`src/rtl/hr_seq_pkg.sv`:
```
// Shared constants and state encoding for the HyperRAM local-bus block sequencer.
package hr_seq_pkg;

    // Local-bus register map of the HyperRAM controller
    localparam logic [31:0] REG_ADDR  = 32'h0000_0010;
    localparam logic [31:0] REG_WDATA = 32'h0000_0014;
    localparam logic [31:0] REG_CMD   = 32'h0000_001c;

    // Command register opcodes
    localparam logic [31:0] CMD_WRITE = 32'h0000_0001;
    localparam logic [31:0] CMD_READ  = 32'h0000_0004;

    localparam int unsigned STATE_W = 4;

    typedef enum logic [STATE_W-1:0] {
        StIdle      = 4'd0,
        StStart     = 4'd1,
        StFetch     = 4'd2,
        StSetAddr   = 4'd3,
        StSetData   = 4'd4,
        StIssue     = 4'd5,
        StWaitHi    = 4'd6,
        StWaitLo    = 4'd7,
        StWaitRdy   = 4'd8,
        StWaitRdyLo = 4'd9,
        StOut       = 4'd10,
        StNext      = 4'd11,
        StDone      = 4'd12
    } hr_state_e;

    // States that wait on the RAM and are therefore guarded by the timeout
    function automatic logic is_wait_state(input hr_state_e s);
        return (s == StWaitHi) || (s == StWaitLo) || (s == StWaitRdy) || (s == StWaitRdyLo);
    endfunction

endpackage

```
`src/rtl/hr_wait_timer.sv`:
```
// Cycle counter guarding the RAM wait states; flags the TIMEOUT_CYC-th enabled cycle.
module hr_wait_timer #(
    parameter int unsigned TIMEOUT_CYC = 1024,
    localparam int unsigned CNT_W = $clog2(TIMEOUT_CYC + 1)
) (
    input  logic i_clk,
    input  logic i_reset,
    input  logic i_clear,
    input  logic i_enable,
    output logic o_expired
);

    logic [CNT_W-1:0] r_cnt;

    // The current enabled cycle is the TIMEOUT_CYC-th one spent waiting
    assign o_expired = i_enable && (r_cnt == CNT_W'(TIMEOUT_CYC - 1));

    // Count enabled cycles, saturating; clear wins over counting
    always_ff @(posedge i_clk or posedge i_reset) begin
        if (i_reset) begin
            r_cnt <= '0;
        end else if (i_clear) begin
            r_cnt <= '0;
        end else if (i_enable && (r_cnt != CNT_W'(TIMEOUT_CYC))) begin
            r_cnt <= r_cnt + 1'b1;
        end
    end

endmodule

```
`src/rtl/hr_lb_sequencer.sv`:
```
// Block-transfer engine: turns one (base, len, dir) command into per-word
// HyperRAM local-bus register sequences, streaming data in or out.
module hr_lb_sequencer
    import hr_seq_pkg::*;
#(
    parameter int unsigned TIMEOUT_CYC = 1024,
    parameter int unsigned LEN_W       = 16
) (
    input  logic             i_clk,
    input  logic             i_reset,
    input  logic             i_cmd_start,
    input  logic             i_cmd_dir,
    input  logic [31:0]      i_cmd_base,
    input  logic [LEN_W-1:0] i_cmd_len,
    output logic             o_cmd_busy,
    output logic             o_cmd_done,
    output logic             o_cmd_err,
    input  logic [31:0]      i_wr_data,
    input  logic             i_wr_valid,
    output logic             o_wr_ready,
    output logic [31:0]      o_rd_data,
    output logic             o_rd_valid,
    input  logic             i_rd_ready,
    output logic             o_lb_wr,
    output logic             o_lb_rd,
    output logic [31:0]      o_lb_addr,
    output logic [31:0]      o_lb_wr_d,
    input  logic [31:0]      i_lb_rd_d,
    input  logic             i_lb_rd_rdy,
    input  logic             i_hyperram_busy
);

    hr_state_e        r_state;
    hr_state_e        w_state_nxt;
    logic             r_dir;
    logic [31:0]      r_base;
    logic [LEN_W-1:0] r_len;
    logic [LEN_W-1:0] r_idx;
    logic [31:0]      r_wdata;
    logic [31:0]      r_rd_data;
    logic             r_err;

    logic             w_accept;
    logic [LEN_W-1:0] w_idx_inc;
    logic             w_tmr_clr;
    logic             w_tmr_en;
    logic             w_expired;
    logic             w_timeout;
    logic             w_wr_ready;
    logic             w_rd_valid;
    logic             w_lb_wr;
    logic [31:0]      w_lb_addr;
    logic [31:0]      w_lb_wr_d;

    assign w_accept  = (r_state == StIdle) && i_cmd_start;
    assign w_idx_inc = r_idx + 1'b1;

    // Counter restarts whenever a wait state is freshly entered
    assign w_tmr_clr = is_wait_state(w_state_nxt) && (w_state_nxt != r_state);
    assign w_tmr_en  = is_wait_state(r_state);

    hr_wait_timer #(
        .TIMEOUT_CYC (TIMEOUT_CYC)
    ) u_wait_timer (
        .i_clk     (i_clk),
        .i_reset   (i_reset),
        .i_clear   (w_tmr_clr),
        .i_enable  (w_tmr_en),
        .o_expired (w_expired)
    );

    // State register plus command, index and data capture
    always_ff @(posedge i_clk or posedge i_reset) begin
        if (i_reset) begin
            r_state   <= StIdle;
            r_dir     <= 1'b0;
            r_base    <= '0;
            r_len     <= '0;
            r_idx     <= '0;
            r_wdata   <= '0;
            r_rd_data <= '0;
            r_err     <= 1'b0;
        end else begin
            r_state <= w_state_nxt;
            if (w_accept) begin
                r_dir  <= i_cmd_dir;
                r_base <= i_cmd_base;
                r_len  <= i_cmd_len;
                r_idx  <= '0;
                r_err  <= 1'b0;
            end
            if ((r_state == StFetch) && i_wr_valid) begin
                r_wdata <= i_wr_data;
            end
            // Only the first rdy cycle reaches here; a held level is absorbed in StWaitRdyLo
            if ((r_state == StWaitRdy) && i_lb_rd_rdy) begin
                r_rd_data <= i_lb_rd_d;
            end
            if (r_state == StNext) begin
                r_idx <= w_idx_inc;
            end
            if (w_timeout) begin
                r_err <= 1'b1;
            end
        end
    end

    // Next-state decode and per-state bus/stream outputs
    always_comb begin
        w_state_nxt = r_state;
        w_timeout   = 1'b0;
        w_wr_ready  = 1'b0;
        w_rd_valid  = 1'b0;
        w_lb_wr     = 1'b0;
        w_lb_addr   = '0;
        w_lb_wr_d   = '0;
        unique case (r_state)
            StIdle: begin
                if (i_cmd_start) w_state_nxt = StStart;
            end
            StStart: begin
                if (r_len == '0) w_state_nxt = StDone;
                else             w_state_nxt = r_dir ? StSetAddr : StFetch;
            end
            StFetch: begin
                w_wr_ready = 1'b1;
                if (i_wr_valid) w_state_nxt = StSetAddr;
            end
            StSetAddr: begin
                w_lb_wr     = 1'b1;
                w_lb_addr   = REG_ADDR;
                w_lb_wr_d   = r_base + 32'(r_idx);
                w_state_nxt = r_dir ? StIssue : StSetData;
            end
            StSetData: begin
                w_lb_wr     = 1'b1;
                w_lb_addr   = REG_WDATA;
                w_lb_wr_d   = r_wdata;
                w_state_nxt = StIssue;
            end
            StIssue: begin
                w_lb_wr     = 1'b1;
                w_lb_addr   = REG_CMD;
                w_lb_wr_d   = r_dir ? CMD_READ : CMD_WRITE;
                w_state_nxt = r_dir ? StWaitRdy : StWaitHi;
            end
            // busy may lag ISSUE, so low busy here means "not started yet"
            StWaitHi: begin
                if (i_hyperram_busy) begin
                    w_state_nxt = StWaitLo;
                end else if (w_expired) begin
                    w_timeout   = 1'b1;
                    w_state_nxt = StDone;
                end
            end
            StWaitLo: begin
                if (!i_hyperram_busy) begin
                    w_state_nxt = StNext;
                end else if (w_expired) begin
                    w_timeout   = 1'b1;
                    w_state_nxt = StDone;
                end
            end
            StWaitRdy: begin
                if (i_lb_rd_rdy) begin
                    w_state_nxt = StWaitRdyLo;
                end else if (w_expired) begin
                    w_timeout   = 1'b1;
                    w_state_nxt = StDone;
                end
            end
            StWaitRdyLo: begin
                if (!i_lb_rd_rdy && !i_hyperram_busy) begin
                    w_state_nxt = StOut;
                end else if (w_expired) begin
                    w_timeout   = 1'b1;
                    w_state_nxt = StDone;
                end
            end
            StOut: begin
                w_rd_valid = 1'b1;
                if (i_rd_ready) w_state_nxt = StNext;
            end
            StNext: begin
                if (w_idx_inc == r_len) w_state_nxt = StDone;
                else                    w_state_nxt = r_dir ? StSetAddr : StFetch;
            end
            StDone: begin
                w_state_nxt = StIdle;
            end
            default: begin
                w_state_nxt = StIdle;
            end
        endcase
    end

    assign o_cmd_busy = (r_state != StIdle) && (r_state != StDone);
    assign o_cmd_done = (r_state == StDone);
    assign o_cmd_err  = r_err;
    assign o_wr_ready = w_wr_ready;
    assign o_rd_valid = w_rd_valid;
    assign o_rd_data  = r_rd_data;
    assign o_lb_wr    = w_lb_wr;
    assign o_lb_rd    = 1'b0;
    assign o_lb_addr  = w_lb_addr;
    assign o_lb_wr_d  = w_lb_wr_d;

endmodule

```
`config.mk`:
```
export PLATFORM = sky130hd
export DESIGN_NAME = hr_lb_sequencer
export DESIGN_NICKNAME = d
export VERILOG_FILES = /design/src/rtl/hr_seq_pkg.sv /design/src/rtl/hr_wait_timer.sv /design/src/rtl/hr_lb_sequencer.sv
export SDC_FILE = /design/constraint.sdc
export NUM_CORES = 1
export LEC_CHECK = 0
export ABC_AREA = 1
export ABC_CLOCK_PERIOD_IN_PS = 5300
export BUFFER_PORTS_ARGS = -buffer_cell sky130_fd_sc_hd__buf_2
export CELL_PAD_IN_SITES_DETAIL_PLACEMENT = 1
export CELL_PAD_IN_SITES_GLOBAL_PLACEMENT = 1
export CORE_ASPECT_RATIO = 1.2
export CORE_MARGIN = 4
export CORE_UTILIZATION = 38
export CTS_CLUSTER_DIAMETER = 50
export CTS_CLUSTER_SIZE = 16
export DETAILED_ROUTE_END_ITERATION = 8
export GPL_TIMING_DRIVEN = 0
export PLACE_DENSITY_LB_ADDON = 0.05
export SYNTH_ARGS = -nofsm -noshare
export SYNTH_HDL_FRONTEND = slang
export SYNTH_SLANG_ARGS = --single-unit
export TNS_END_PERCENT = 30
```
`constraint.sdc`:
```
create_clock -name i_clk -period 5.3 [get_ports i_clk]
set_input_delay 0.795 -clock i_clk [delete_from_list [all_inputs] [get_ports i_clk]]
set_output_delay 0.795 -clock i_clk [all_outputs]
set_load 0.01 [all_outputs]
```
* Word level (Yosys, flattened, before mapping)
Cells that the tools add are included.
** Cells by class
- Multiplexer cells :: 32
- Add/subtract/negate cells :: 3
- Equality and inequality tests :: 21
- Reduce and logical (&&, ||, !) cells :: 23
** Operator list (number)
- $pmux 32 s3 :: 1
- $pmux 4 s12 :: 1
- $mux 4 :: 11
- $add 32x16->32 :: 1
- $mux 16 :: 2
- $eq 4x4->1 const B :: 7
- $eq 4x3->1 const B :: 6
- $mux 11 :: 2
- $add 16x1->16 const B :: 1
- $eq 16x16->1 :: 1
- $logic_not 16->1 :: 1
- $pmux 5 s3 :: 1
- $mux 1 :: 12
- $add 11x1->11 const B :: 1
- $eq 11x10->1 const B :: 1
- $ne 11x11->1 const B :: 1
- $eq 4x2->1 const B :: 2
- $logic_and 1x1->1 :: 8
- $logic_or 1x1->1 :: 6
- $reduce_bool 2->1 :: 3
- $eq 4x1->1 const B :: 1
- $logic_not 4->1 :: 1
- $ne 4x4->1 :: 1
- $ne 4x4->1 const B :: 1
- other kinds (5) :: 6
** Word-level totals
- Bits in registers :: 145
- Output and inout port bits :: 103
- Logic and storage cells :: 88
- Input port bits :: 120

* Longest topological paths before layout
Gate-level depths: netlist of run 1.
- Depth after elaboration :: 14
- Mapped depth :: 20

* Cells and area by module
From an unflattened synthesis of run 1, not the netlist that was laid out.
** Second synthesis, totals
- Cell total of the unflattened synthesis :: 1224
- Area, all modules :: 8630.8 µm²
** Modules (own cells, without submodules)
- hr_lb_sequencer :: area each 7910.1 µm², times used 1, seq. area each 3353.2 µm², cells each 1120
- hr_wait_timer :: area each 720.7 µm², times used 1, seq. area each 275.3 µm², cells each 104

* Worst setup path before layout of run 1
Ideal clock, no wire load.
- Path type :: register to output
- Start point :: register r_idx[0]
- End point :: output o_lb_wr_d[14]
- Slack :: 2208 ps
- Path buffers :: 0
- Stages on the path, launching flop included :: 16
- Arrival :: 2297 ps
- Cell sequence :: dfrtp_1 > ha_1 > fa_1 > nand2_1 > inv_1 > nand2_1 > nor2_1 > nor2_1 > o21ai_1 > a31oi_1 > inv_1 > nand2_1 > nand3_1 > or2_2 > nand3_1 > o21ai_0
** Between the ends
- Word-level cells in the longest chain between the ends :: 2
** Ends and longest elaborated chain
- from (decl) :: RTL line hr_lb_sequencer.sv:38 : logic [LEN_W-1:0] r_idx;
- from (signal assigned) :: RTL line hr_lb_sequencer.sv:100 : r_idx <= w_idx_inc;
- $add 32x16->32 :: RTL line hr_lb_sequencer.sv:132 : w_lb_wr_d = r_base + 32'(r_idx);
- $pmux 32 s3 :: RTL line hr_lb_sequencer.sv:117 : unique case (r_state)
- to (decl) :: RTL line hr_lb_sequencer.sv:27 : output logic [31:0] o_lb_wr_d,
No other way between the ends.

* Final worst setup path of run 1
- Start point :: register r_idx[0]
- End point :: output o_lb_wr_d[26]
The elaborated chain is that of the path after synthesis.

==> results of run 1 <==
==> registers in the layout, indices dropped and copies added, names as in the netlist <==
| name | flops |
|---|---|
| u_wait_timer.r_cnt | 11 |
| r_dir | 1 |
| o_rd_data | 32 |
| r_len | 16 |
| o_cmd_err | 1 |
| r_base | 32 |
| r_wdata | 32 |
| r_idx | 16 |
| r_state | 4 |
==> cells in the mapped netlist (all sizes together), types with 2 or more instances <==
| cell type | n | area, um2 |
|---|---|---|
| nor3 | 13 | 70.1 |
| mux2 | 32 | 360 |
| dfrtp | 145 | 3630 |
| o22ai | 18 | 113 |
| o21ai | 88 | 440 |
| nand4 | 16 | 100 |
| a32o | 2 | 20.0 |
| nor2 | 77 | 334 |
| nor4 | 5 | 37.5 |
| a21oi | 43 | 253 |
| ha | 19 | 238 |
| nand3 | 72 | 360 |
| xnor2 | 7 | 61.3 |
| nand2 | 348 | 1320 |
| inv | 112 | 420 |
| buf | 35 | 264 |
| clkbuf | 26 | 97.6 |
| xor2 | 13 | 114 |
| o211ai | 2 | 15.0 |
| or2 | 8 | 50.1 |
==> per-layer routing <==
| layer | part of all wire, % | routed length [um] |
|---|---|---|
| met5 | 0 | 0 |
| met4 | 2.1 | 583 |
| met1 | 42 | 11600 |
| met3 | 5.1 | 1410 |
| met2 | 50 | 13900 |
==> critical path, cell delays in order (launching register included) <==
cell     delay, ns
dfrtp_1       0.50
ha_1          0.26
fa_1          0.20
nand2_1       0.06
inv_1         0.10
nand2_1       0.08
nor2_1        0.09
nor2_1        0.07
o21ai_1       0.39
nand2_1       0.09
nand2_1       0.11
inv_1         0.10
nor4_1        0.45
nand2_1       0.14
o21ai_0       0.18
o21ai_1       0.09
buf_2         0.15
==> area by class of cell <==
| cell class | count | area (um2) | area share, % |
|---|---|---|---|
| sequential | 145 | 3630 | 34.7 |
| clock inverter | 15 | 185 | 1.77 |
| timing repair buffer | 193 | 988 | 9.45 |
| buffer | 61 | 362 | 3.46 |
| multi-input combinational | 802 | 4100 | 39.2 |
| inverter | 113 | 429 | 4.10 |
| clock buffer | 17 | 425 | 4.07 |
| tap | 274 | 343 | 3.28 |
==> worst max-delay path by stage <==
| stage | end | depth (start not counted) | slack [ns] |
|---|---|---|---|
| floorplan | o_cmd_err$_DFFE_PP0P_ | 1 | 0.61 |
| global placement | r_wdata[10]$_DFFE_PP0P_ | 2 | -1.41 |
| detailed placement | o_lb_wr_d[26] | 16 | 1.45 |
| CTS | o_lb_wr_d[26] | 16 | 1.01 |
| global route | o_lb_wr_d[26] | 16 | 0.79 |
| finish | o_lb_wr_d[26] | 16 | 1.02 |
==> power breakdown <==
group | switching, mW | leakage (nW) | total [mW] | internal [mW]
Combinational | 1.38 | 3.30 | 2.15 | 0.770
Sequential | 0.320 | 1.87 | 1.86 | 1.54
Clock | 0.550 | 0.299 | 1.27 | 0.719
Total | 2.25 | 5.48 | 5.28 | 3.03
==> logic make-up after synthesis <==
family | Yosys count | share of synthesized area (%)
flops | 145 | 43.2
fa+ha+maj | 20 | 3.07
other cells | 1 | 0.0446
buf+inv | 174 | 9.35
simple gates | 541 | 27.2
compound gates | 158 | 10.5
xor+xnor | 21 | 2.35
mux | 32 | 4.29
==> results.toml, run 1 <==
[worst_setup_path]
startpoint = "r_idx[0]$_DFFE_PP0P_"
cp-start-kind = "flop"
reg2reg_to = "u_wait_timer.r_cnt[4]$_DFFE_PP0P_"
r2r_start = "r_idx[0]$_DFFE_PP0P_"
crit_path_end_kind = "primary output"
rrSetupSlack_ns = 2.45
critical_path_class = "flop to primary output"
crit_arrival_ns = 3.49
reg2reg_depth = 17
crit_fanout = 7
critPathRequiredTime_ns = 4.51

[grt]
met1_usage_pct = 29.0
grt_pass1_vias = 8405
top_usage_layer = "met2"
met2_usage_pct = 39.4
antenna_found_initial = 0
grt_max_degree = 92
grt_pass1_wl_um = 43800
grt_use_met3_pct = 3.80
grt-ovfl-total = 0
track_usage_pct = 22.6

[sta]
fmax_ghz = 0.234
whs_ns = 0.406
fin_skew_ns = 0.0143
worst_slack_ns = 1.02
tightest_slew_ns = 0.719
setup_viol = 0
timing.final.crit_share_pct = 80.8
final.min_clock_period_ns = 4.28
slew_headroom_pct = 52.1
rsz0062_at_grt = "no"
finalSetupTns_ns = 0
hold_viol = 0
drv_slew = 0

[finish]
insertedDiodeCount = 0
fin_area_mm2 = 0.0105
drive_gt1_share_pct = 24.4
synthToLayoutAreaGrowth_pct = 24.5
mostFrequentLayoutCells = "nand2_1 (344), buf_2 (193), dfrtp_1 (145)"
utilization_pct = 48.2
final_common_cell = "nand2_1"
nFillCells = 2804
final_nets = 1473
instances_no_fill = 1620

[cts]
ctsHoldBuffers = 0
cts_buffers = 17
cts_setup_buffers = 0
cts-root-buf = "clkbuf_16"
clkLatencyLatePin_ns = 0.43
cts_tree = "done"
clk_pin_slew_ns = 0.07
cts.path.max_buffers = 2
cts_num_sinks = 145
ctsResizeCount = 0
h-tree-depth = 4

[route]
drcViolationCount = 0
firstDrtPassIters = 4
vias = 8012
wl_per_cell_um = 17.0
ant_nets = 0
vias_per_cell = 4.95
finalWirelength_um = 27500
first_iter_violations = 304

[die]
io_pins = 223
coreArea_mm2 = 0.0217
rows = 59
initial_core_util_pct = 38.7
fp.dieW_um = 144
die_y_um = 171
dieArea_mm2 = 0.0246

[synth]
syn_avg_cell_area_um2 = 7.69
ys_warn_count = 0
synth_ff_type = "dfrtp_1"
async_flop_share_pct = 100
synth_cell_type_count = 43
synth_area_mm2 = 0.00840
synth-edff-count = 0
ys_ff_latch = 145
syn_inst = 1092
yosysSeqAreaShare_pct = 43.2

[run]
cap_violations = 0

[worst_hold_path]
hold_path_class = "input port to asynchronous set/reset pin"

[power]
peakVddDrop_mv = 0.267
power_density_mw_per_mm2 = 505
power_leakage_nw = 5.48
finalPower_mw = 5.28

[placement]
pre_cts_slack_ns = 1.45
placed_cells = 1588
dp_hpwl_um = 21700
place_congestion = 0.907
place_area_mm2 = 0.00985
io_buffer_count = 192

[status]
status = "completed"
No activity file was read; power rests on OpenSTA's default activity.
==> inputs of run 2 (changes only) <==
--- a/config.mk
+++ b/config.mk
@@ -6,7 +6,7 @@
 export NUM_CORES = 1
 export LEC_CHECK = 0
 export ABC_AREA = 1
-export ABC_CLOCK_PERIOD_IN_PS = 5300
+export ABC_CLOCK_PERIOD_IN_PS = 4500
 export BUFFER_PORTS_ARGS = -buffer_cell sky130_fd_sc_hd__buf_2
 export CELL_PAD_IN_SITES_DETAIL_PLACEMENT = 1
 export CELL_PAD_IN_SITES_GLOBAL_PLACEMENT = 1
==> constraint.sdc (replaced) <==
create_clock -name i_clk -period 4.5 [get_ports i_clk]
set_input_delay 0.675 -clock i_clk [delete_from_list [all_inputs] [get_ports i_clk]]
set_output_delay 0.675 -clock i_clk [all_outputs]
set_load 0.01 [all_outputs]
==> run 2 against run 1 <==
Total power up 17%. Routed wire length down 0.92%. Sequential power rose by 17%. Largest power group unchanged.
==> results.toml, run 2 (synthesis gave the netlist of run 1 again) <==
[status]
status = "completed"

[route]
ant_nets = 0
firstDrtPassIters = 5
drcViolationCount = 0
first_iter_violations = 395
wl_per_cell_um = 16.8
vias_per_cell = 4.96
finalWirelength_um = 27200
vias = 8058

[die]
die_y_um = 171
dieArea_mm2 = 0.0246
initial_core_util_pct = 38.7
fp.dieW_um = 144
coreArea_mm2 = 0.0217
rows = 59
io_pins = 223

[sta]
finalSetupTns_ns = 0
final.min_clock_period_ns = 4.08
timing.final.crit_share_pct = 90.6
fmax_ghz = 0.245
setup_viol = 0
tightest_slew_ns = 0.740
rsz0062_at_grt = "no"
worst_slack_ns = 0.425
drv_slew = 0
hold_viol = 0
slew_headroom_pct = 50.6
fin_skew_ns = 0.0126

[placement]
pre_cts_slack_ns = 0.833
place_congestion = 0.911
io_buffer_count = 192
dp_hpwl_um = 21700
place_area_mm2 = 0.00990

[grt]
grt_max_degree = 38
grt-ovfl-total = 0
grt_pass1_wl_um = 42900
track_usage_pct = 22.4
antenna_found_initial = 0
grt_pass1_vias = 8274

[worst_setup_path]
critPathRequiredTime_ns = 3.83
critical_path_class = "flop to primary output"
crit_fanout = 7
cp-start-kind = "flop"
crit_arrival_ns = 3.40
crit_path_end_kind = "primary output"

[cts]
h-tree-depth = 4
cts_tree = "done"
clkLatencyLatePin_ns = 0.45
cts_num_sinks = 145
cts_buffers = 17
cts-root-buf = "clkbuf_16"
cts.path.max_buffers = 2
ctsHoldBuffers = 0
clk_pin_slew_ns = 0.07

[power]
power_density_mw_per_mm2 = 588
peakVddDrop_mv = 0.387
power_leakage_nw = 5.50
finalPower_mw = 6.18

[finish]
mostFrequentLayoutCells = "nand2_1 (344), buf_2 (193), dfrtp_1 (145)"
drive_gt1_share_pct = 24.7
synthToLayoutAreaGrowth_pct = 25.1
final_nets = 1476
insertedDiodeCount = 0
utilization_pct = 48.4
fin_area_mm2 = 0.0105
final_common_cell = "nand2_1"

[run]
cap_violations = 0

[worst_hold_path]
hold_path_class = "input port to asynchronous set/reset pin"
## run 2: cell count changes in the layout (fill, tap and decap cells not counted), sizes merged
cell,delta
buf,+3
bufinv,-2
clkinv,+3
inv,-1
## run 2: metrics by stage
step           std cells  hold WS [ns]
2_1_floorplan       1121         0.442
3_3_place_gp        1587         0.457
3_5_place_dp        1591         0.464
4_1_cts             1623         0.319
5_1_grt             1623         0.348
6_report            1623         0.306
## run 2: path summary, 6_finish.rpt
check,to,slack (ns),start,cells past startpoint
max in group asynchronous,r_wdata[4]$_DFFE_PP0P_,3.18,i_reset,5
min in group i_clk,r_len[0]$_DFFE_PP0P_,0.43,i_cmd_len[0],3
hold / removal,r_len[2]$_DFFE_PP0P_,0.31,i_reset,2
hold reg to reg,r_wdata[19]$_DFFE_PP0P_,0.48,r_wdata[19]$_DFFE_PP0P_,2
setup reg to reg,u_wait_timer.r_cnt[1]$_DFFE_PP0P_,1.62,r_idx[0]$_DFFE_PP0P_,16
setup / recovery,o_lb_wr_d[20],0.42,r_idx[0]$_DFFE_PP0P_,18
## run 2: critical path, cell delays in order, from the launching register on
cell and delay (ns):
dfrtp_1 0.49, ha_1 0.25, fa_1 0.19, nand2_1 0.05, inv_1 0.10, nand2_1 0.08, nor2_1 0.09, nor2_1 0.07
o21ai_1 0.40, nand2_1 0.10, nand2_1 0.11, inv_1 0.10, nor2_1 0.27, inv_1 0.10, nor2_1 0.13, a21oi_1 0.07
o21ai_0 0.13, nand2_1 0.07, buf_2 0.14
## run 2: area by class of cell
type	count	area (um2)
fillers	2819	11200
multi-input cells	802	4100
flip-flops and latches	145	3630
repair buffers	196	1040
inverters	113	428
clock buffers	17	425
plain buffers	61	362
well taps	274	343
clock inverters	15	184
## run 2: metal layers
layer / GRT usage, % / wire length [um]
met5: 0 / 0
met4: 7.90 / 741
met3: 3.52 / 1350
met2: 38.4 / 13400
met1: 28.7 / 11700
## run 2: power by group
part	internal (mW)	leakage (nW)	total, mW	switching, mW
Sequential	1.81	1.87	2.18	0.370
Clock	0.758	0.298	1.46	0.707
Combinational	0.911	3.32	2.54	1.63
## run 2: repair_timing
| item | in CTS | in global routing |
|---|---|---|
| setup endpoints to repair | 0 | 1 |
| buffers inserted | 0 | 0 |
| resized for setup | 0 | 1 |
